===== src/rtl/clic_arb.sv =====
// ---------------------------------------------------------------------------
// clic_arb -- scanning priority arbiter for a CLIC-style interrupt controller
//
// Each round walks the sources in groups of GRP_NUM, one group per cycle
// (SCAN). It keeps a running best: the qualifying source with the highest
// ctl, with the lower index winning ties. After the last group, one UPDATE
// cycle copies that result into the outputs. The outputs then hold for the
// whole next round. A round is INT_NUM/GRP_NUM + 1 cycles long.
//
// Optional feature (macro CLIC_ARB_THRESH_EN):
//   When the macro is defined, the int_thresh port exists. A source then
//   qualifies only if its ctl is strictly greater than int_thresh.
//   When the macro is undefined, the port is absent and no threshold applies.
//
// Ports
//   clic_clk        in   sole clock, rising edge
//   clic_rst        in   asynchronous active-high reset
//   int_pending     in   [INT_NUM]            per-source pending
//   int_enable      in   [INT_NUM]            per-source enable
//   int_ctl         in   [INT_NUM*CTL_WIDTH]  packed level/priority fields
//   int_thresh      in   [CTL_WIDTH]          threshold (CLIC_ARB_THRESH_EN only)
//   arb_clear       in   abort scan, zero outputs, return to IDLE
//   arb_sel_onehot  out  [INT_NUM]  one-hot winner (zero when no winner)
//   arb_id          out  [ID_WIDTH] encoded winner index
//   arb_ctl         out  [CTL_WIDTH] winner ctl
//   arb_vld         out  winner valid
//   arb_busy        out  high exactly in SCAN
//   dbg_state_o     out  [2] FSM state (0 IDLE, 1 SCAN, 2 UPDATE)
//
// Handshake: there is none. The outputs are registered level signals. They
// change only on an UPDATE edge, on an arb_clear edge, or on reset.
// ---------------------------------------------------------------------------
module clic_arb #(
  parameter int INT_NUM   = 64,
  parameter int CTL_WIDTH = 8,
  parameter int GRP_NUM   = 8,
  parameter int ID_WIDTH  = 6
) (
  input  logic                         clic_clk,
  input  logic                         clic_rst,
  input  logic [INT_NUM-1:0]           int_pending,
  input  logic [INT_NUM-1:0]           int_enable,
  input  logic [INT_NUM*CTL_WIDTH-1:0] int_ctl,
`ifdef CLIC_ARB_THRESH_EN
  input  logic [CTL_WIDTH-1:0]         int_thresh,
`endif
  input  logic                         arb_clear,
  output logic [INT_NUM-1:0]           arb_sel_onehot,
  output logic [ID_WIDTH-1:0]          arb_id,
  output logic [CTL_WIDTH-1:0]         arb_ctl,
  output logic                         arb_vld,
  output logic                         arb_busy,
  output logic [1:0]                   dbg_state_o
);

  localparam int NGRP = INT_NUM / GRP_NUM;
  localparam int GCW  = (NGRP > 1) ? $clog2(NGRP) : 1;
  localparam logic [GCW-1:0] LAST_GRP = GCW'(NGRP - 1);

  typedef enum logic [1:0] {
    ST_IDLE   = 2'd0,
    ST_SCAN   = 2'd1,
    ST_UPDATE = 2'd2
  } state_e;

  state_e               state_q, state_d;
  logic [GCW-1:0]       grp_cnt_q, grp_cnt_d;
  logic                 best_vld_q, best_vld_d;
  logic [ID_WIDTH-1:0]  best_id_q, best_id_d;
  logic [CTL_WIDTH-1:0] best_ctl_q, best_ctl_d;
  logic [INT_NUM-1:0]   sel_q, sel_d;
  logic [ID_WIDTH-1:0]  id_q, id_d;
  logic [CTL_WIDTH-1:0] ctl_q, ctl_d;
  logic                 vld_q, vld_d;

  // Unpack the ctl bus so that a source can be selected by a run-time index.
  logic [CTL_WIDTH-1:0] ctl_arr [INT_NUM];
  for (genvar gi = 0; gi < INT_NUM; gi++) begin : g_unpack
    assign ctl_arr[gi] = int_ctl[gi*CTL_WIDTH +: CTL_WIDTH];
  end

  // Fold the current group into the running best.
  // Sources are visited in ascending index order. A source replaces the best
  // only on a strictly greater ctl, so on a tie the lower index keeps the
  // slot. This holds inside a group and across groups.
  logic                 scan_vld;
  logic [ID_WIDTH-1:0]  scan_id;
  logic [CTL_WIDTH-1:0] scan_ctl;
  logic [ID_WIDTH-1:0]  src;
  logic                 qual;

  always_comb begin
    scan_vld = best_vld_q;
    scan_id  = best_id_q;
    scan_ctl = best_ctl_q;
    src      = '0;
    qual     = 1'b0;
    for (int j = 0; j < GRP_NUM; j++) begin
      src  = ID_WIDTH'(int'(grp_cnt_q) * GRP_NUM + j);
      qual = int_pending[src] & int_enable[src];
`ifdef CLIC_ARB_THRESH_EN
      qual = qual & (ctl_arr[src] > int_thresh);
`endif
      if (qual && (!scan_vld || (ctl_arr[src] > scan_ctl))) begin
        scan_vld = 1'b1;
        scan_id  = src;
        scan_ctl = ctl_arr[src];
      end
    end
  end

  // Next-state and output logic
  always_comb begin
    state_d    = state_q;
    grp_cnt_d  = grp_cnt_q;
    best_vld_d = best_vld_q;
    best_id_d  = best_id_q;
    best_ctl_d = best_ctl_q;
    sel_d      = sel_q;
    id_d       = id_q;
    ctl_d      = ctl_q;
    vld_d      = vld_q;

    unique case (state_q)
      ST_IDLE: begin
        state_d    = ST_SCAN;
        grp_cnt_d  = '0;
        best_vld_d = 1'b0;
        best_id_d  = '0;
        best_ctl_d = '0;
      end
      ST_SCAN: begin
        best_vld_d = scan_vld;
        best_id_d  = scan_id;
        best_ctl_d = scan_ctl;
        if (grp_cnt_q == LAST_GRP) begin
          state_d   = ST_UPDATE;
          grp_cnt_d = '0;
        end else begin
          grp_cnt_d = grp_cnt_q + 1'b1;
        end
      end
      ST_UPDATE: begin
        // Publish the round result and start the next round in one edge.
        vld_d = best_vld_q;
        sel_d = '0;
        if (best_vld_q) begin
          sel_d[best_id_q] = 1'b1;
          id_d  = best_id_q;
          ctl_d = best_ctl_q;
        end else begin
          id_d  = '0;
          ctl_d = '0;
        end
        state_d    = ST_SCAN;
        grp_cnt_d  = '0;
        best_vld_d = 1'b0;
        best_id_d  = '0;
        best_ctl_d = '0;
      end
      default: begin
        state_d = ST_IDLE;
      end
    endcase

    // arb_clear overrides every transition and zeros the outputs.
    if (arb_clear) begin
      state_d    = ST_IDLE;
      grp_cnt_d  = '0;
      best_vld_d = 1'b0;
      best_id_d  = '0;
      best_ctl_d = '0;
      sel_d      = '0;
      id_d       = '0;
      ctl_d      = '0;
      vld_d      = 1'b0;
    end
  end

  always_ff @(posedge clic_clk or posedge clic_rst) begin
    if (clic_rst) begin
      state_q    <= ST_IDLE;
      grp_cnt_q  <= '0;
      best_vld_q <= 1'b0;
      best_id_q  <= '0;
      best_ctl_q <= '0;
      sel_q      <= '0;
      id_q       <= '0;
      ctl_q      <= '0;
      vld_q      <= 1'b0;
    end else begin
      state_q    <= state_d;
      grp_cnt_q  <= grp_cnt_d;
      best_vld_q <= best_vld_d;
      best_id_q  <= best_id_d;
      best_ctl_q <= best_ctl_d;
      sel_q      <= sel_d;
      id_q       <= id_d;
      ctl_q      <= ctl_d;
      vld_q      <= vld_d;
    end
  end

  assign arb_sel_onehot = sel_q;
  assign arb_id         = id_q;
  assign arb_ctl        = ctl_q;
  assign arb_vld        = vld_q;
  assign arb_busy       = (state_q == ST_SCAN);
  assign dbg_state_o    = state_q;

endmodule


===== config.mk =====
export PLATFORM = sky130hd
export DESIGN_NAME = clic_arb
export DESIGN_NICKNAME = d
export VERILOG_FILES = /design/src/rtl/clic_arb.sv
export SDC_FILE = /design/constraint.sdc
export NUM_CORES = 1
export LEC_CHECK = 0
export BUFFER_PORTS_ARGS = -buffer_cell sky130_fd_sc_hd__buf_2
export CAP_MARGIN = 20
export CORE_AREA = 2 2 284 286
export CTS_CLUSTER_DIAMETER = 50
export DETAILED_ROUTE_END_ITERATION = 6
export DIE_AREA = 0 0 286 288
export PLACE_DENSITY_LB_ADDON = 0.3
export SETUP_SLACK_MARGIN = 0.4
export SLEW_MARGIN = 10
export SYNTH_ARGS = -nofsm -noshare
export SYNTH_HDL_FRONTEND = slang
export SYNTH_SLANG_ARGS = --single-unit

===== constraint.sdc =====
create_clock -name clic_clk -period 17.39 [get_ports clic_clk]
set_input_delay 0.8695 -clock clic_clk [delete_from_list [all_inputs] [get_ports clic_clk]]
set_output_delay 0.8695 -clock clic_clk [all_outputs]
set_load 0.01 [all_outputs]

-- Word-level counts from Yosys, hierarchy flattened
Index checks and enable logic that the tools add are counted.
- flip-flop bits (word level): 99
- logic and storage cells: 199
- output and inout bits: 82
- magnitude comparators: 26
- bitwise operators: 16
- multiplexer cells: 105
- equality and inequality tests: 5
- add/sub/neg operators: 8
- reduce and logical (&&, ||, !) cells: 30
- operators with widths (cell ; number):
    binary-select mux 8 bit (select 6 bit) ; 8
    two-way mux 8 bit ; 28
    two-way mux 64 bit ; 3
    binary-select mux 1 bit (select 6 bit) ; 14
    two-way mux 6 bit ; 12
    > comparator 8 bit ; 8
    < comparator 6 x 7 -> 1 bit, second input constant ; 9
    greater-or-equal comparator 7 bit, second input constant ; 8
    inverter 6 -> 7 bit ; 8
    two-way mux 1 bit ; 28
    adder 6 x 3 -> 6 bit, second input constant ; 4
    one-hot mux 8 bit (2 select lines) ; 1
    adder 6 x 2 -> 6 bit, second input constant ; 2
    one-hot mux 6 bit (2 select lines) ; 1
    inequality test 10 x 2 -> 1 bit, second input constant ; 1
    logical AND 1 bit ; 9
    AND 1 bit ; 8
    zero test 1 bit ; 8
    logical OR 1 bit ; 8
    adder 6 x 1 -> 6 bit, second input constant ; 1
    binary-select mux 1 bit (select 3 bit) ; 2
    demux 1 bit (select 6 bit) ; 1
    greater-or-equal comparator 6 x 1 -> 1 bit, second input constant ; 1
    two-way mux 3 bit ; 2
    other kinds (14) ; 15

-- Longest topological paths before layout
Gate-level depths: netlist (run 1).
- depth after elaboration: 38
- mapped depth: 80
- gate-level depth less buffers: 70

-- Worst setup path after synthesis (run 1)
OpenSTA, ideal clock, no wires.
- kind: register to register
- start: reg grp_cnt_q[0]
- end: reg best_id_q[4]
- slack: 2542 ps
- data arrival time: 14769 ps
- cell stages (with the launch flop): 75
- path buffers: 10
- cells stage by stage: dfrtp_1 > buf_6 > buf_6 > buf_4 > mux4_2 > mux2_2 > ha_1 > a211oi_1 > nor2_1 > o311ai_2 > mux2_2 > ha_1 > nor2b_1 > o211ai_1 > a21oi_1 > o22ai_1 > a21oi_1 > buf_2 > [... 39 more ...] > o21a_1 > o21ai_0 > a31oi_1 > o21a_1 > buf_2 > buf_2 > o31ai_1 > a21oi_1 > ha_1 > nor2b_1 > o21a_1 > o21a_1 > o21a_1 > o311ai_0 > a21bo_1 > or4_4 > o22ai_4 > mux2i_1
- longest elaborated chain between the ends: 38
- elaborated cells between the ends (all ways): 135
- classes of those cells: add/sub (7); order compare (8); eq/ne (1); mux (79); bitwise (16); reduce/logical (24)
- ends and longest elaborated chain (item ; line ; source):
    start: declaration ; 67 ; logic [GCW-1:0] grp_cnt_q, grp_cnt_d;
    start signal: assignment ; 193 ; grp_cnt_q <= grp_cnt_d;
    inverter 6 -> 7 bit (not written as such) ; 104, 107 ;
    binary-select mux 8 bit (select 6 bit) ; 104, 107 ;
    two-way mux 8 bit (not written as such) (2 in a row) ; 104, 107 ;
    > comparator 8 bit ; 104 ; if (qual && (!scan_vld || (ctl_arr[src] > scan_ctl))) begin
    logical OR 1 bit ; 104 ;
    logical AND 1 bit ; 104 ;
    two-way mux 8 bit / two-way mux 1 bit (equally long branches) ; 104 ;
    > comparator 8 bit / zero test 1 bit (equally long branches) ; 104 ;
    [... 21 more ...] ; -- ;
    logical AND 1 bit ; 104 ;
    two-way mux 8 bit / two-way mux 1 bit (equally long branches) ; 104 ;
    > comparator 8 bit / zero test 1 bit (equally long branches) ; 104 ;
    logical OR 1 bit ; 104 ;
    logical AND 1 bit ; 104 ;
    two-way mux 6 bit ; 104 ;
    one-hot mux 6 bit (2 select lines) ; 124 ; unique case (state_q)
    two-way mux 6 bit ; 167 ; if (arb_clear) begin
    end signal: assignment ; 195 ; best_id_q <= best_id_d;
    end: declaration ; 69 ; logic [ID_WIDTH-1:0] best_id_q, best_id_d;
Several ways; a longest one is shown, not always the timed one. The select of a mux whose other input is x is not followed.
A chain may end at the register's enable or synchronous reset.

-- Final worst setup path (run 1)
- start: reg grp_cnt_q[1]
- end: reg best_id_q[4]
Same word-level chain as after synthesis.

==> results of run 1 <==
## synth_stat cells, drive strengths merged, types with 3 or more instances
master	n	area share [%]
a32oi	8	0.62
nor3	7	0.31
a21oi	36	1.7
o2bb2ai	7	0.55
buf	44	3.0
a41oi	3	0.30
nor3b	4	0.27
o31ai	13	0.91
nor2	38	1.3
o21a	23	1.5
a211oi	5	0.38
a22o	23	1.8
mux4	133	27
inv	39	1.3
a31oi	5	0.28
a21o	9	0.60
a221oi	7	0.55
and2	9	0.52
and3	3	0.17
or3	4	0.22
nand3b	9	0.60
a22oi	4	0.39
nand2b	6	0.33
nor2b	13	0.72
o21ai	113	5.1
nand4	10	0.56
nand3	29	1.3
o211a	6	0.53
o21bai	8	0.53
o211ai	31	2.1
mux2i	34	3.0
mux2	47	4.7
clkbuf	33	1.1
dfrtp	99	22
o22ai	6	0.51
ha	66	7.4
nand2	124	4.1
or2	6	0.33
## metrics by stage
| step | power [mW] | hold slack [ns] | utilization (%) | instance area (um^2) |
|---|---|---|---|---|
| 2_1_floorplan | 0.608 | 0.511 | - | 11200 |
| 3_3_place_gp | 0.814 | 0.456 | 19.9 | 15900 |
| 3_5_place_dp | 0.811 | 0.465 | 19.9 | 15900 |
| 4_1_cts | 1.03 | 0.481 | 20.3 | 16200 |
| 5_1_grt | 1.11 | 0.504 | 20.6 | 16400 |
| 6_report | 1.03 | 0.473 | 20.6 | 16400 |
## state kept, by name (all words and copies together), names as in the netlist
name and flops:
best_ctl_q 8, best_id_q 6, arb_sel_onehot 64, grp_cnt_q 3
arb_vld 1, best_vld_q 1, arb_id 6, arb_ctl 8
dbg_state_o 2
## worst max-delay path by stage
stage / start / end / slack (ns) / cells after the start
after CTS: grp_cnt_q[0] / best_id_q[4] / 0.42 / 66
after detailed placement: grp_cnt_q[0] / best_id_q[4] / 0.15 / 65
after global placement: grp_cnt_q[0] / best_id_q[4] / 0.32 / 66
after global routing: grp_cnt_q[1] / best_id_q[4] / 0.53 / 67
after floorplan: grp_cnt_q[0] / best_id_q[4] / 2.54 / 74
final: grp_cnt_q[1] / best_id_q[4] / 1.78 / 67
## metal layers
layer | GRT usage (%) | wire, um | vias to the layer above
met2 | 23.0 | 29000 | 474
met5 | 0 | 77 | -
met1 | 17.1 | 25000 | 5785
li1 | - | - | 5657
met3 | 2.57 | 3500 | 61
met4 | 3.49 | 1340 | 12
## power by group
| group | total, mW | leakage [nW] | internal [mW] | switching [mW] |
|---|---|---|---|---|
| sequential | 0.249 | 1.37 | 0.236 | 0.0126 |
| combinational | 0.570 | 5.79 | 0.263 | 0.308 |
| clock | 0.212 | 0.151 | 0.117 | 0.0950 |
| total | 1.03 | 7.32 | 0.616 | 0.415 |
## area by class of cell
| class | instances | area (um^2) | area share (%) |
|---|---|---|---|
| Antenna cell | 4 | 10.0 | 0.0609 |
| Clock buffer | 10 | 239 | 1.45 |
| Clock inverter | 6 | 71.3 | 0.434 |
| Inverter | 39 | 149 | 0.906 |
| Multi-Input combinational cell | 866 | 8190 | 49.9 |
| Sequential cell | 99 | 2490 | 15.1 |
| Tap cell | 1060 | 1330 | 8.07 |
| Timing Repair Buffer | 754 | 3950 | 24.1 |
## worst register-to-register path: cells and delay by family (launching register included)
family / cells / cell delay [ns]
flip-flops: 1 / 0.64
adder cells (fa/ha/maj): 8 / 2.45
multiplexers: 4 / 1.22
AO/OA/AOI/OAI: 39 / 8.05
buffers and inverters: 3 / 0.62
AND/OR/NAND/NOR: 13 / 2.54
## repair_timing
item,CTS,global route
gates resized for setup,1,6
setup buffers,0,12
pin swaps,0,2
cloned,0,0
setup endpoints to repair,9,14
endpoints found under the hold margin,0,0
## kinds of logic (layout without fill, tap and decap cells)
kind of cell             after synthesis  count (layout)  share of synthesized area (%)
flip-flops                            99              99                           22.1
AO/OA/AOI/OAI                        319             319                           19.5
multiplexers                         214             214                           34.4
AND/OR/NAND/NOR                      267             267                           11.2
buffers and inverters                116             809                           5.43
adder cells (fa/ha/maj)               66              66                           7.36
other                                  0               4                              0
==> report_table.html, run 1 <==
<table>
<tr><th>Metric</th><th>Value</th></tr>
<tr><th colspan="2">Pwr</th></tr>
<tr><td>Leakage power of the design</td><td>roughly 7.3 nW</td></tr>
<tr><td>Worst IR Drop VDD</td><td>approximately 47 uV</td></tr>
<tr><td>Power density over the cells</td><td>62.8 nW/um^2</td></tr>
<tr><th colspan="2">Run</th></tr>
<tr><td>MaxCap Viol Count</td><td>0</td></tr>
<tr><th colspan="2">Clock network</th></tr>
<tr><td>Clock buffers created by TritonCTS</td><td>9</td></tr>
<tr><td>Buffer depth of the longest clock path</td><td>2</td></tr>
<tr><td>Clock tree from TritonCTS</td><td>yes</td></tr>
<tr><td>H-tree level count</td><td>3</td></tr>
<tr><td>Clock Tree Root</td><td>clkbuf_16</td></tr>
<tr><td>Clock transition at the register clock pins on the worst setup and hold paths after CTS</td><td>about 0.080 ns</td></tr>
<tr><td>Clock latency reported for the late side of the worst-skew pair</td><td>0.35 ns</td></tr>
<tr><td># hold bufs at CTS</td><td>0</td></tr>
<tr><td>Clock tree sinks</td><td>99</td></tr>
<tr><th colspan="2">STA</th></tr>
<tr><td>Post-route fraction of the period consumed by the critical path</td><td>89.8%</td></tr>
<tr><td>Final Hold Violating Endpoints</td><td>0</td></tr>
<tr><td>Final Critical Period</td><td>about 16 ns</td></tr>
<tr><td>Setup tns final</td><td>0 ns</td></tr>
<tr><td>Actual transition at the worst max-transition pin</td><td>~1.1 ns</td></tr>
<tr><td>Final Skew</td><td>0.00999 ns</td></tr>
<tr><td>Max frequency</td><td>0.0641 GHz</td></tr>
<tr><td>Number of max-slew violations in the final report</td><td>0</td></tr>
<tr><td>RSZ-0062 raised after global routing</td><td>no</td></tr>
<tr><td>Count of endpoints failing setup in the final report</td><td>0</td></tr>
<tr><td>Post-layout worst setup margin</td><td>approximately 1.8 ns</td></tr>
<tr><td>Tightest slew margin relative to the limit</td><td>a little over a quarter</td></tr>
<tr><th colspan="2">Layout</th></tr>
<tr><td>Final nets</td><td>approximately 2500</td></tr>
<tr><td>Fill count</td><td>8967</td></tr>
<tr><td>Fraction of layout instances using a drive strength above 1</td><td>55.4%</td></tr>
<tr><td>Non-filler instance count after layout</td><td>about 2800</td></tr>
<tr><td>Commonest cells after routing, fill and taps aside</td><td>buf_2 (724), mux4_2 (133), nand2_1 (123)</td></tr>
<tr><td>Layout overhead on the synthesized area</td><td>46.3%</td></tr>
<tr><td>Commonest non-fill, non-tap cell in the layout</td><td>buf_2</td></tr>
<tr><th colspan="2">Die</th></tr>
<tr><td>Io pins</td><td>725</td></tr>
<tr><td>Starting density of the core</td><td>roughly 14%</td></tr>
<tr><td>Die X-Extent</td><td>286 um</td></tr>
<tr><td>Number of standard-cell rows in the floorplan</td><td>104</td></tr>
<tr><td>Core footprint</td><td>~80000 um^2</td></tr>
<tr><td>Die outline area</td><td>82400 um^2</td></tr>
<tr><td>DIE HEIGHT</td><td>around 290 um</td></tr>
<tr><th colspan="2">Global routing</th></tr>
<tr><td>Number of antenna violations at the first check in global routing</td><td>13</td></tr>
<tr><td>Global-route wire length before repair</td><td>81.4 mm</td></tr>
<tr><td>Vias in the first global route</td><td>~12000</td></tr>
<tr><td>Total grt overflow</td><td>0</td></tr>
<tr><td>GRT Overall Usage</td><td>~13%</td></tr>
<tr><td>Largest net degree at the start of global routing</td><td>64</td></tr>
<tr><th colspan="2">Worst setup path</th></tr>
<tr><td>CP Capture Type</td><td>flop</td></tr>
<tr><td>Kind of cell adding the most delay to the critical path</td><td>compound AO/OA/AOI/OAI gates</td></tr>
<tr><td>Critical register-to-register path endpoint</td><td>best_id_q[4]</td></tr>
<tr><td>Worst reg-to-reg path cell count</td><td>67</td></tr>
<tr><td>Slowest cell on the critical path</td><td>dfrtp_4</td></tr>
<tr><td>Slack of the worst reg-to-reg path</td><td>between 1.5 and 2 ns</td></tr>
<tr><td>Slowest stage delay, CP</td><td>around 0.64 ns</td></tr>
<tr><td>Largest fanout of any net on the critical path</td><td>21</td></tr>
<tr><td>CP startpoint kind</td><td>flop</td></tr>
<tr><td>Setup CP Type</td><td>reg -&gt; reg</td></tr>
<tr><td>R2R Path Start</td><td>grp_cnt_q[1]</td></tr>
<tr><td>Data arrival time of the worst path</td><td>~16 ns</td></tr>
<tr><td>Buffer and inverter count on the worst path</td><td>3</td></tr>
<tr><td>Required time reported for the critical path endpoint</td><td>between 15 and 20 ns</td></tr>
<tr><td>Most repeated library cell on the critical path</td><td>ha_1</td></tr>
<tr><th colspan="2">Route</th></tr>
<tr><td>Detailed Route WL</td><td>between 50 and 60 mm</td></tr>
<tr><td>Vias per inst</td><td>4.22</td></tr>
<tr><td>Iteration-0 DRC Markers</td><td>roughly 570</td></tr>
<tr><td>First drt pass iteration count</td><td>5</td></tr>
<tr><td>Routed wire per std cell</td><td>slightly above 20 um</td></tr>
<tr><td>Vias post-DR</td><td>~12000</td></tr>
<tr><td>Post-route ant nets</td><td>0</td></tr>
<tr><td>Number of remaining DRC errors</td><td>0</td></tr>
<tr><th colspan="2">Synth</th></tr>
<tr><td>Post-Syn Instances</td><td>around 1100</td></tr>
<tr><td>Number of synthesized register bits</td><td>99</td></tr>
<tr><td>Syn Area/Cell</td><td>just over 10 um^2</td></tr>
<tr><td>Synth Net Count</td><td>about 1800</td></tr>
<tr><td>Most used flip-flop cell after synthesis</td><td>dfrtp_1</td></tr>
<tr><td>Share of flip-flops with an asynchronous set or reset</td><td>100%</td></tr>
<tr><td>Post-synth design cell area</td><td>approximately 11000 um^2</td></tr>
<tr><td>Number of synthesized flops with an enable pin</td><td>0</td></tr>
<tr><td>Sequential share of the synthesized area</td><td>between 20 and 25%</td></tr>
<tr><td>Number of warnings issued by yosys</td><td>0</td></tr>
<tr><td>Post-synthesis cell type count</td><td>slightly above 70</td></tr>
<tr><th colspan="2">Worst hold path</th></tr>
<tr><td>Endpoint with the worst hold slack</td><td>arb_sel_onehot[1]</td></tr>
<tr><td>Hold Path Cell Cnt</td><td>2</td></tr>
<tr><td>Min-delay src</td><td>arb_sel_onehot[1]</td></tr>
<tr><td>Type of the tightest min-delay check</td><td>reg -&gt; reg</td></tr>
<tr><th colspan="2">Run status</th></tr>
<tr><td>Result of the run</td><td>finished, final reports clean</td></tr>
<tr><th colspan="2">Placement</th></tr>
<tr><td>Worst setup slack after placement</td><td>between 0.1 and 0.15 ns</td></tr>
<tr><td>HPWL after detailed placement</td><td>49.9 mm</td></tr>
<tr><td>Placer's final routability congestion estimate</td><td>~0.87</td></tr>
<tr><td>Port bufs</td><td>724</td></tr>
<tr><td># placed instances</td><td>approximately 2800</td></tr>
</table>
Note: power is estimated with default switching activity, not from simulation.
==> run 2: changes to the inputs <==
--- a/config.mk
+++ b/config.mk
@@ -11,7 +11,7 @@
 export CTS_CLUSTER_DIAMETER = 50
 export DETAILED_ROUTE_END_ITERATION = 6
 export DIE_AREA = 0 0 286 288
-export PLACE_DENSITY_LB_ADDON = 0.3
+export PLACE_DENSITY_LB_ADDON = 0.2
 export SETUP_SLACK_MARGIN = 0.4
 export SLEW_MARGIN = 10
 export SYNTH_ARGS = -nofsm -noshare
==> run 2 against run 1 <==
- die area did not move
- count of clock-buffer cells in the layout unchanged
- wire length grew 6.4%
- final cell count increased by 0.35%
- combinational power increased by 2%
- critical endpoint unchanged
==> report_table.html, run 2 (synthesis results as in run 1) <==
<table>
<tr><th>Metric</th><th>Value</th></tr>
<tr><th colspan="2">Worst setup path</th></tr>
<tr><td>Critical register-to-register path endpoint</td><td>best_id_q[4] (unchanged)</td></tr>
<tr><td>CP Capture Type</td><td>flop (unchanged)</td></tr>
<tr><td>Buffer and inverter count on the worst path</td><td>3 (unchanged)</td></tr>
<tr><td>Worst reg-to-reg path cell count</td><td>68 (was 67)</td></tr>
<tr><td>R2R Path Start</td><td>grp_cnt_q[0] (was grp_cnt_q[1])</td></tr>
<tr><td>Slowest cell on the critical path</td><td>or4_4 (was dfrtp_4)</td></tr>
<tr><td>Largest fanout of any net on the critical path</td><td>19 (was 21)</td></tr>
<tr><td>CP startpoint kind</td><td>flop (unchanged)</td></tr>
<tr><td>Most repeated library cell on the critical path</td><td>ha_1 (unchanged)</td></tr>
<tr><td>Slowest stage delay, CP</td><td>0.50 ns (was 0.64 ns)</td></tr>
<tr><td>Required time reported for the critical path endpoint</td><td>17.67 ns (about the same)</td></tr>
<tr><td>Slack of the worst reg-to-reg path</td><td>1.54 ns (was 1.78 ns)</td></tr>
<tr><td>Setup CP Type</td><td>reg -&gt; reg (unchanged)</td></tr>
<tr><td>Data arrival time of the worst path</td><td>16.13 ns (was 15.89 ns)</td></tr>
<tr><td>Kind of cell adding the most delay to the critical path</td><td>compound AO/OA/AOI/OAI gates (unchanged)</td></tr>
<tr><th colspan="2">Layout</th></tr>
<tr><td>Area taken by flip-flops and latches</td><td>2490 um^2 (unchanged)</td></tr>
<tr><td>Non-filler instance count after layout</td><td>2848 (was 2838)</td></tr>
<tr><td>Commonest cells after routing, fill and taps aside</td><td>buf_2 (724), mux4_2 (133), nand2_1 (123) (unchanged)</td></tr>
<tr><td>Flip-flop count of the largest register after layout</td><td>64 (unchanged)</td></tr>
<tr><td>Fraction of the core area covered by cells at the end of the flow</td><td>20.6% (about the same)</td></tr>
<tr><td>Final nets</td><td>2483 (was 2478)</td></tr>
<tr><td>Fraction of layout instances using a drive strength above 1</td><td>55.6% (was 55.4%)</td></tr>
<tr><td>Area taken by multi-input logic gates</td><td>8200 um^2 (was 8190 um^2)</td></tr>
<tr><td>Commonest non-fill, non-tap cell in the layout</td><td>buf_2 (unchanged)</td></tr>
<tr><td>Final standard cell area without fillers</td><td>16400 um^2 (about the same)</td></tr>
<tr><td>Layout overhead on the synthesized area</td><td>46.2% (was 46.3%)</td></tr>
<tr><td>Fill count</td><td>8942 (was 8967)</td></tr>
<tr><th colspan="2">STA</th></tr>
<tr><td>Final Critical Period</td><td>15.85 ns (was 15.61 ns)</td></tr>
<tr><td>Count of endpoints failing setup in the final report</td><td>0 (unchanged)</td></tr>
<tr><td>Actual transition at the worst max-transition pin</td><td>1.06 ns (was 1.08 ns)</td></tr>
<tr><td>Final Hold Violating Endpoints</td><td>0 (unchanged)</td></tr>
<tr><td>Tightest slew margin relative to the limit</td><td>29.0% (was 27.4%)</td></tr>
<tr><td>Setup tns final</td><td>0 ns (unchanged)</td></tr>
<tr><td>Post-layout worst setup margin</td><td>1.54 ns (was 1.78 ns)</td></tr>
<tr><td>RSZ-0062 raised after global routing</td><td>no (unchanged)</td></tr>
<tr><td>Final Skew</td><td>0.00930 ns (was 0.00999 ns)</td></tr>
<tr><td>Hold slack final</td><td>0.478 ns (was 0.473 ns)</td></tr>
<tr><td>Post-route fraction of the period consumed by the critical path</td><td>91.1% (was 89.8%)</td></tr>
<tr><td>Number of max-slew violations in the final report</td><td>0 (unchanged)</td></tr>
<tr><td>Max frequency</td><td>0.0631 GHz (was 0.0641 GHz)</td></tr>
<tr><th colspan="2">Die</th></tr>
<tr><td>Number of standard-cell rows in the floorplan</td><td>104 (unchanged)</td></tr>
<tr><td>Core footprint</td><td>79600 um^2 (unchanged)</td></tr>
<tr><td>DIE HEIGHT</td><td>288 um (unchanged)</td></tr>
<tr><td>Die outline area</td><td>82400 um^2 (unchanged)</td></tr>
<tr><td>Starting density of the core</td><td>14.1% (unchanged)</td></tr>
<tr><td>Io pins</td><td>725 (unchanged)</td></tr>
<tr><td>Die X-Extent</td><td>286 um (unchanged)</td></tr>
<tr><th colspan="2">Global routing</th></tr>
<tr><td>Met3 global-route usage</td><td>2.88% (was 2.57%)</td></tr>
<tr><td>Largest net degree at the start of global routing</td><td>69 (was 64)</td></tr>
<tr><td>Global-route wire length before repair</td><td>86.6 mm (was 81.4 mm)</td></tr>
<tr><td>GR Util met1</td><td>17.9% (was 17.1%)</td></tr>
<tr><td>Number of antenna violations at the first check in global routing</td><td>14 (was 13)</td></tr>
<tr><td>GR met2 Demand/Resource</td><td>25.1% (was 23.0%)</td></tr>
<tr><td>Vias in the first global route</td><td>13000 (was 12300)</td></tr>
<tr><td>Global routing's busiest layer</td><td>met2 (unchanged)</td></tr>
<tr><td>Total grt overflow</td><td>0 (unchanged)</td></tr>
<tr><td>GRT Overall Usage</td><td>14.3% (was 13.4%)</td></tr>
<tr><th colspan="2">Run status</th></tr>
<tr><td>Result of the run</td><td>finished, final reports clean (unchanged)</td></tr>
<tr><th colspan="2">Clock network</th></tr>
<tr><td>H-tree level count</td><td>3 (unchanged)</td></tr>
<tr><td>Clock transition at the register clock pins on the worst setup and hold paths after CTS</td><td>0.07 ns (was 0.08 ns)</td></tr>
<tr><td>Buffer depth of the longest clock path</td><td>2 (unchanged)</td></tr>
<tr><td>Clock tree from TritonCTS</td><td>yes (unchanged)</td></tr>
<tr><td>Clock buffers created by TritonCTS</td><td>9 (unchanged)</td></tr>
<tr><td>Clock latency reported for the late side of the worst-skew pair</td><td>0.36 ns (was 0.35 ns)</td></tr>
<tr><td>Clock Tree Root</td><td>clkbuf_16 (unchanged)</td></tr>
<tr><td>Clock tree sinks</td><td>99 (unchanged)</td></tr>
<tr><th colspan="2">Pwr</th></tr>
<tr><td>Leakage power of the design</td><td>7.31 nW (was 7.32 nW)</td></tr>
<tr><td>Worst IR Drop VDD</td><td>35.6 uV (was 47.2 uV)</td></tr>
<tr><td>Total power consumption of the routed design</td><td>1.02 mW (was 1.03 mW)</td></tr>
<tr><td>Power density over the cells</td><td>62.2 nW/um^2 (was 62.8 nW/um^2)</td></tr>
<tr><th colspan="2">Placement</th></tr>
<tr><td>Port bufs</td><td>724 (unchanged)</td></tr>
<tr><td>Placer's final routability congestion estimate</td><td>0.917 (was 0.870)</td></tr>
<tr><td>Area of placed instances</td><td>15900 um^2 (about the same)</td></tr>
<tr><td>Worst setup slack after placement</td><td>-0.279 ns (was 0.147 ns)</td></tr>
<tr><td># placed instances</td><td>2803 (was 2806)</td></tr>
<tr><td>HPWL after detailed placement</td><td>53.2 mm (was 49.9 mm)</td></tr>
<tr><th colspan="2">Worst hold path</th></tr>
<tr><td>Hold Path Cell Cnt</td><td>2 (unchanged)</td></tr>
<tr><td>Min-delay src</td><td>arb_sel_onehot[62] (was arb_sel_onehot[1])</td></tr>
<tr><td>Type of the tightest min-delay check</td><td>reg -&gt; reg (unchanged)</td></tr>
<tr><td>Endpoint with the worst hold slack</td><td>arb_sel_onehot[62] (was arb_sel_onehot[1])</td></tr>
<tr><th colspan="2">Route</th></tr>
<tr><td>Detailed Route WL</td><td>62.6 mm (was 58.9 mm)</td></tr>
<tr><td>Vias post-DR</td><td>12300 (was 12000)</td></tr>
<tr><td>First drt pass iteration count</td><td>5 (unchanged)</td></tr>
<tr><td>Post-route ant nets</td><td>0 (unchanged)</td></tr>
<tr><td>Number of remaining DRC errors</td><td>0 (unchanged)</td></tr>
<tr><td>Vias per inst</td><td>4.32 (was 4.22)</td></tr>
<tr><td>Routed wire per std cell</td><td>22.0 um (was 20.7 um)</td></tr>
<tr><td>Iteration-0 DRC Markers</td><td>798 (was 572)</td></tr>
<tr><th colspan="2">Run</th></tr>
<tr><td>MaxCap Viol Count</td><td>0 (unchanged)</td></tr>
</table>
-- run 2: what timing repair did --
action | CTS | global route
pin swaps | 0 | 2
endpoints found under the hold margin | 0 | 0
setup endpoints to repair | 14 | 14
hold buffers | 0 | 0
buffers inserted | 1 | 19
gates resized for setup | 2 | 7
-- run 2: per-layer routing --
| layer | part of all wire, % | vias up |
|---|---|---|
| met4 | 2.1 | 6 |
| met5 | 0.057 | - |
| li1 | - | 5665 |
| met2 | 50 | 526 |
| met3 | 6.4 | 58 |
| met1 | 42 | 6044 |
-- run 2: worst max-delay path by stage --
stage                            start           end  cells past startpoint
final                     grp_cnt_q[0]  best_id_q[4]                     68
after global routing      grp_cnt_q[0]  best_id_q[4]                     68
after CTS                 grp_cnt_q[0]  best_id_q[4]                     65
after detailed placement  grp_cnt_q[0]  best_id_q[4]                     65
after global placement    grp_cnt_q[0]  best_id_q[4]                     65
after floorplan           grp_cnt_q[0]  best_id_q[4]                     74
-- run 2: cell type report --
type | instances | share of cell area [%]
multi-input cells | 866 | 49.9
repair buffers | 759 | 24.1
flip-flops and latches | 99 | 15.2
well taps | 1060 | 8.08
clock buffers | 10 | 1.39
inverters | 39 | 0.907
clock inverters | 6 | 0.259
diodes | 9 | 0.137
-- run 2: power breakdown --
group | internal, mW | switching (mW) | total [mW]
clock network | 0.0972 | 0.0941 | 0.191
registers | 0.236 | 0.0128 | 0.249
logic | 0.265 | 0.316 | 0.581
total | 0.599 | 0.423 | 1.02
-- run 2: worst min-delay path, delay by kind of cell, from the launching register on --
family	cells	cell delay [ns]
compound gates	1	0.06
flops	1	0.34
simple gates	1	0.04
==> run 3: changes to the inputs <==
--- a/config.mk
+++ b/config.mk
@@ -7,10 +7,12 @@
 export LEC_CHECK = 0
 export BUFFER_PORTS_ARGS = -buffer_cell sky130_fd_sc_hd__buf_2
 export CAP_MARGIN = 20
-export CORE_AREA = 2 2 284 286
+export CELL_PAD_IN_SITES_DETAIL_PLACEMENT = 1
+export CELL_PAD_IN_SITES_GLOBAL_PLACEMENT = 2
+export CORE_AREA = 2 2 286 288
 export CTS_CLUSTER_DIAMETER = 50
 export DETAILED_ROUTE_END_ITERATION = 6
-export DIE_AREA = 0 0 286 288
+export DIE_AREA = 0 0 288 290
 export PLACE_DENSITY_LB_ADDON = 0.2
 export SETUP_SLACK_MARGIN = 0.4
 export SLEW_MARGIN = 10
==> run 3 against run 2 <==
- die area is 1.4% higher
- first-iteration DRC count is 28% lower
- sequential share of layout area hardly changed
- combinational power is 2% higher
- final area hardly changed
- core utilization is 0.12 points lower
- largest cell class unchanged
- critical path depth is 1 higher
- count of clock-buffer cells in the layout is 1 lower
==> report_table.html, run 3 (synthesis results as in run 1) <==
<table>
<tr><th>Metric</th><th>Value</th></tr>
<tr><th colspan="2">Clock network</th></tr>
<tr><td>Clock latency reported for the late side of the worst-skew pair</td><td>0.37 ns (was 0.36 ns)</td></tr>
<tr><td>Clock buffers created by TritonCTS</td><td>9 (unchanged)</td></tr>
<tr><td>Buffer depth of the longest clock path</td><td>2 (unchanged)</td></tr>
<tr><td>Clock transition at the register clock pins on the worst setup and hold paths after CTS</td><td>0.08 ns (was 0.07 ns)</td></tr>
<tr><td># hold bufs at CTS</td><td>0 (unchanged)</td></tr>
<tr><td>Clock tree from TritonCTS</td><td>yes (unchanged)</td></tr>
<tr><td>Clock Tree Root</td><td>clkbuf_16 (unchanged)</td></tr>
<tr><td>Clock tree sinks</td><td>99 (unchanged)</td></tr>
<tr><td>H-tree level count</td><td>3 (unchanged)</td></tr>
<tr><th colspan="2">Route</th></tr>
<tr><td>First drt pass iteration count</td><td>4 (was 5)</td></tr>
<tr><td>Vias per inst</td><td>4.29 (was 4.32)</td></tr>
<tr><td>Iteration-0 DRC Markers</td><td>572 (was 798)</td></tr>
<tr><td>Routed wire per std cell</td><td>24.0 um (was 22.0 um)</td></tr>
<tr><td>Vias post-DR</td><td>12200 (was 12300)</td></tr>
<tr><td>Post-route ant nets</td><td>0 (unchanged)</td></tr>
<tr><td>Number of remaining DRC errors</td><td>0 (unchanged)</td></tr>
<tr><td>Detailed Route WL</td><td>68.2 mm (was 62.6 mm)</td></tr>
<tr><th colspan="2">Global routing</th></tr>
<tr><td>Global-route wire length before repair</td><td>96.0 mm (was 86.6 mm)</td></tr>
<tr><td>Number of antenna violations at the first check in global routing</td><td>10 (was 14)</td></tr>
<tr><td>GRT Overall Usage</td><td>15.7% (was 14.3%)</td></tr>
<tr><td>Vias in the first global route</td><td>13800 (was 13000)</td></tr>
<tr><td>Largest net degree at the start of global routing</td><td>59 (was 69)</td></tr>
<tr><td>Total grt overflow</td><td>0 (unchanged)</td></tr>
<tr><th colspan="2">Pwr</th></tr>
<tr><td>Leakage power of the design</td><td>7.31 nW (about the same)</td></tr>
<tr><td>Power density over the cells</td><td>64.8 nW/um^2 (was 62.2 nW/um^2)</td></tr>
<tr><td>Total power consumption of the routed design</td><td>1.07 mW (was 1.02 mW)</td></tr>
<tr><td>Worst IR Drop VDD</td><td>47.3 uV (was 35.6 uV)</td></tr>
<tr><th colspan="2">Worst hold path</th></tr>
<tr><td>Type of the tightest min-delay check</td><td>reg -&gt; reg (unchanged)</td></tr>
<tr><td>Hold Path Cell Cnt</td><td>2 (unchanged)</td></tr>
<tr><td>Min-delay src</td><td>arb_sel_onehot[61] (was arb_sel_onehot[62])</td></tr>
<tr><td>Endpoint with the worst hold slack</td><td>arb_sel_onehot[61] (was arb_sel_onehot[62])</td></tr>
<tr><th colspan="2">Die</th></tr>
<tr><td>Starting density of the core</td><td>14.0% (was 14.1%)</td></tr>
<tr><td>DIE HEIGHT</td><td>290 um (was 288 um)</td></tr>
<tr><td>Number of standard-cell rows in the floorplan</td><td>104 (unchanged)</td></tr>
<tr><td>Die outline area</td><td>83500 um^2 (was 82400 um^2)</td></tr>
<tr><td>Io pins</td><td>725 (unchanged)</td></tr>
<tr><td>Die X-Extent</td><td>288 um (was 286 um)</td></tr>
<tr><td>Core footprint</td><td>80200 um^2 (was 79600 um^2)</td></tr>
<tr><th colspan="2">Worst setup path</th></tr>
<tr><td>Data arrival time of the worst path</td><td>16.03 ns (was 16.13 ns)</td></tr>
<tr><td>Largest fanout of any net on the critical path</td><td>21 (was 19)</td></tr>
<tr><td>Worst reg-to-reg path cell count</td><td>69 (was 68)</td></tr>
<tr><td>Slowest stage delay, CP</td><td>0.53 ns (was 0.50 ns)</td></tr>
<tr><td>Slack of the worst reg-to-reg path</td><td>1.65 ns (was 1.54 ns)</td></tr>
<tr><td>R2R Path Start</td><td>grp_cnt_q[0] (unchanged)</td></tr>
<tr><td>CP Capture Type</td><td>flop (unchanged)</td></tr>
<tr><td>Slowest cell on the critical path</td><td>mux4_2 (was or4_4)</td></tr>
<tr><td>Setup CP Type</td><td>reg -&gt; reg (unchanged)</td></tr>
<tr><td>CP startpoint kind</td><td>flop (unchanged)</td></tr>
<tr><td>Critical register-to-register path endpoint</td><td>best_id_q[4] (unchanged)</td></tr>
<tr><td>Required time reported for the critical path endpoint</td><td>17.68 ns (was 17.67 ns)</td></tr>
<tr><th colspan="2">STA</th></tr>
<tr><td>Count of endpoints failing setup in the final report</td><td>0 (unchanged)</td></tr>
<tr><td>RSZ-0062 raised after global routing</td><td>no (unchanged)</td></tr>
<tr><td>Max frequency</td><td>0.0635 GHz (was 0.0631 GHz)</td></tr>
<tr><td>Final Hold Violating Endpoints</td><td>0 (unchanged)</td></tr>
<tr><td>Setup tns final</td><td>0 ns (unchanged)</td></tr>
<tr><td>Tightest slew margin relative to the limit</td><td>31.1% (was 29.0%)</td></tr>
<tr><td>Post-route fraction of the period consumed by the critical path</td><td>90.5% (was 91.1%)</td></tr>
<tr><td>Actual transition at the worst max-transition pin</td><td>1.03 ns (was 1.06 ns)</td></tr>
<tr><td>Final Skew</td><td>0.00976 ns (was 0.00930 ns)</td></tr>
<tr><td>Final Critical Period</td><td>15.74 ns (was 15.85 ns)</td></tr>
<tr><td>Number of max-slew violations in the final report</td><td>0 (unchanged)</td></tr>
<tr><th colspan="2">Layout</th></tr>
<tr><td>Layout overhead on the synthesized area</td><td>46.4% (was 46.2%)</td></tr>
<tr><td>Area taken by flip-flops and latches</td><td>2490 um^2 (unchanged)</td></tr>
<tr><td>Fill count</td><td>9574 (was 8942)</td></tr>
<tr><td>Fraction of layout instances using a drive strength above 1</td><td>55.5% (was 55.6%)</td></tr>
<tr><td>Area taken by multi-input logic gates</td><td>8210 um^2 (was 8200 um^2)</td></tr>
<tr><td>Non-filler instance count after layout</td><td>2841 (was 2848)</td></tr>
<tr><td>Final standard cell area without fillers</td><td>16400 um^2 (about the same)</td></tr>
<tr><td>Commonest cells after routing, fill and taps aside</td><td>buf_2 (725), mux4_2 (133), nand2_1 (123) (was buf_2 (724), mux4_2 (133), nand2_1 (123))</td></tr>
<tr><td>Final nets</td><td>2479 (was 2483)</td></tr>
<tr><td>Flip-flop count of the largest register after layout</td><td>64 (unchanged)</td></tr>
<tr><td>Commonest non-fill, non-tap cell in the layout</td><td>buf_2 (unchanged)</td></tr>
<tr><th colspan="2">Placement</th></tr>
<tr><td>HPWL after detailed placement</td><td>58.1 mm (was 53.2 mm)</td></tr>
<tr><td>Placer's final routability congestion estimate</td><td>0.977 (was 0.917)</td></tr>
<tr><td>Area of placed instances</td><td>15900 um^2 (about the same)</td></tr>
<tr><td># placed instances</td><td>2807 (was 2803)</td></tr>
<tr><td>Port bufs</td><td>724 (unchanged)</td></tr>
<tr><th colspan="2">Run</th></tr>
<tr><td>MaxCap Viol Count</td><td>0 (unchanged)</td></tr>
<tr><th colspan="2">Run status</th></tr>
<tr><td>Result of the run</td><td>finished, final reports clean (unchanged)</td></tr>
</table>
-- run 3: changes by cell type in the layout (fill, tap and decap cells not counted), moves of 2 or more --
cell      previous run  this run
buf_4               29        24
diode_2              9         6
clkinv_2             2         0
clkinv_4             2         0
inv_6                0         2
inv_8                0         2
-- run 3: power breakdown --
| group | internal (mW) | total (mW) | switching [mW] | leakage (nW) |
|---|---|---|---|---|
| clock | 0.116 | 0.223 | 0.107 | 0.153 |
| sequential | 0.236 | 0.250 | 0.0138 | 1.37 |
| combinational | 0.266 | 0.592 | 0.325 | 5.79 |
| total | 0.619 | 1.07 | 0.446 | 7.31 |
-- run 3: how the worst max path moves through the flow --
stage / from / endpoint / slack, ns
2_1_floorplan: grp_cnt_q[0] / best_id_q[4] / 2.54
3_3_place_gp: int_ctl[449] / best_id_q[4] / 0.11
3_5_place_dp: int_ctl[449] / best_id_q[4] / -0.26
4_1_cts: grp_cnt_q[0] / best_id_q[4] / 0.48
5_1_grt: grp_cnt_q[0] / best_id_q[4] / 0.46
6_report: grp_cnt_q[0] / best_id_q[4] / 1.65
-- run 3: layer usage --
metal  share of wire, %  track usage, %  vias up
li1                   -               -     5644
met1                 42            19.1     6159
met2                 53            29.7      356
met3                4.0            2.19       36
met4               0.82            2.09        6
met5              0.053               0        -
-- run 3: metrics by stage --
step                hold WS (ns)  utilization [%]  setup WS (ns)
floorplan                  0.511                -           2.54
global placement           0.459             19.8          0.109
detailed placement         0.469             19.8         -0.258
CTS                        0.486             20.2          0.477
global route               0.506             20.5          0.456
finish                     0.477             20.5           1.65
-- run 3: repair_timing --
| action | CTS | global route |
|---|---|---|
| cloned | 0 | 0 |
| buffers inserted | 0 | 11 |
| hold endpoints to repair | 0 | 0 |
| resized for setup | 4 | 7 |
| setup endpoints to repair | 14 | 14 |
| pin swaps | 0 | 3 |
-- run 3: layout make-up --
cell class                 count  area share [%]
clock inverter                 7           0.571
sequential                    99            15.1
clock buffer                   9            1.37
tap                         1060            8.07
inverter                      39           0.906
timing repair buffer         755            23.9
antenna                        6          0.0914
multi-input combinational    866            50.0
-- run 3: worst max-delay path, delay by kind of cell (launching register included) --
kind / cells / cell delay (ns)
AOI/OAI and AO/OA: 41 / 8.22
adders and majority gates: 8 / 2.49
buffers and inverters: 3 / 0.60
DFF: 1 / 0.42
muxes: 5 / 1.77
and+or+nand+nor: 12 / 2.13
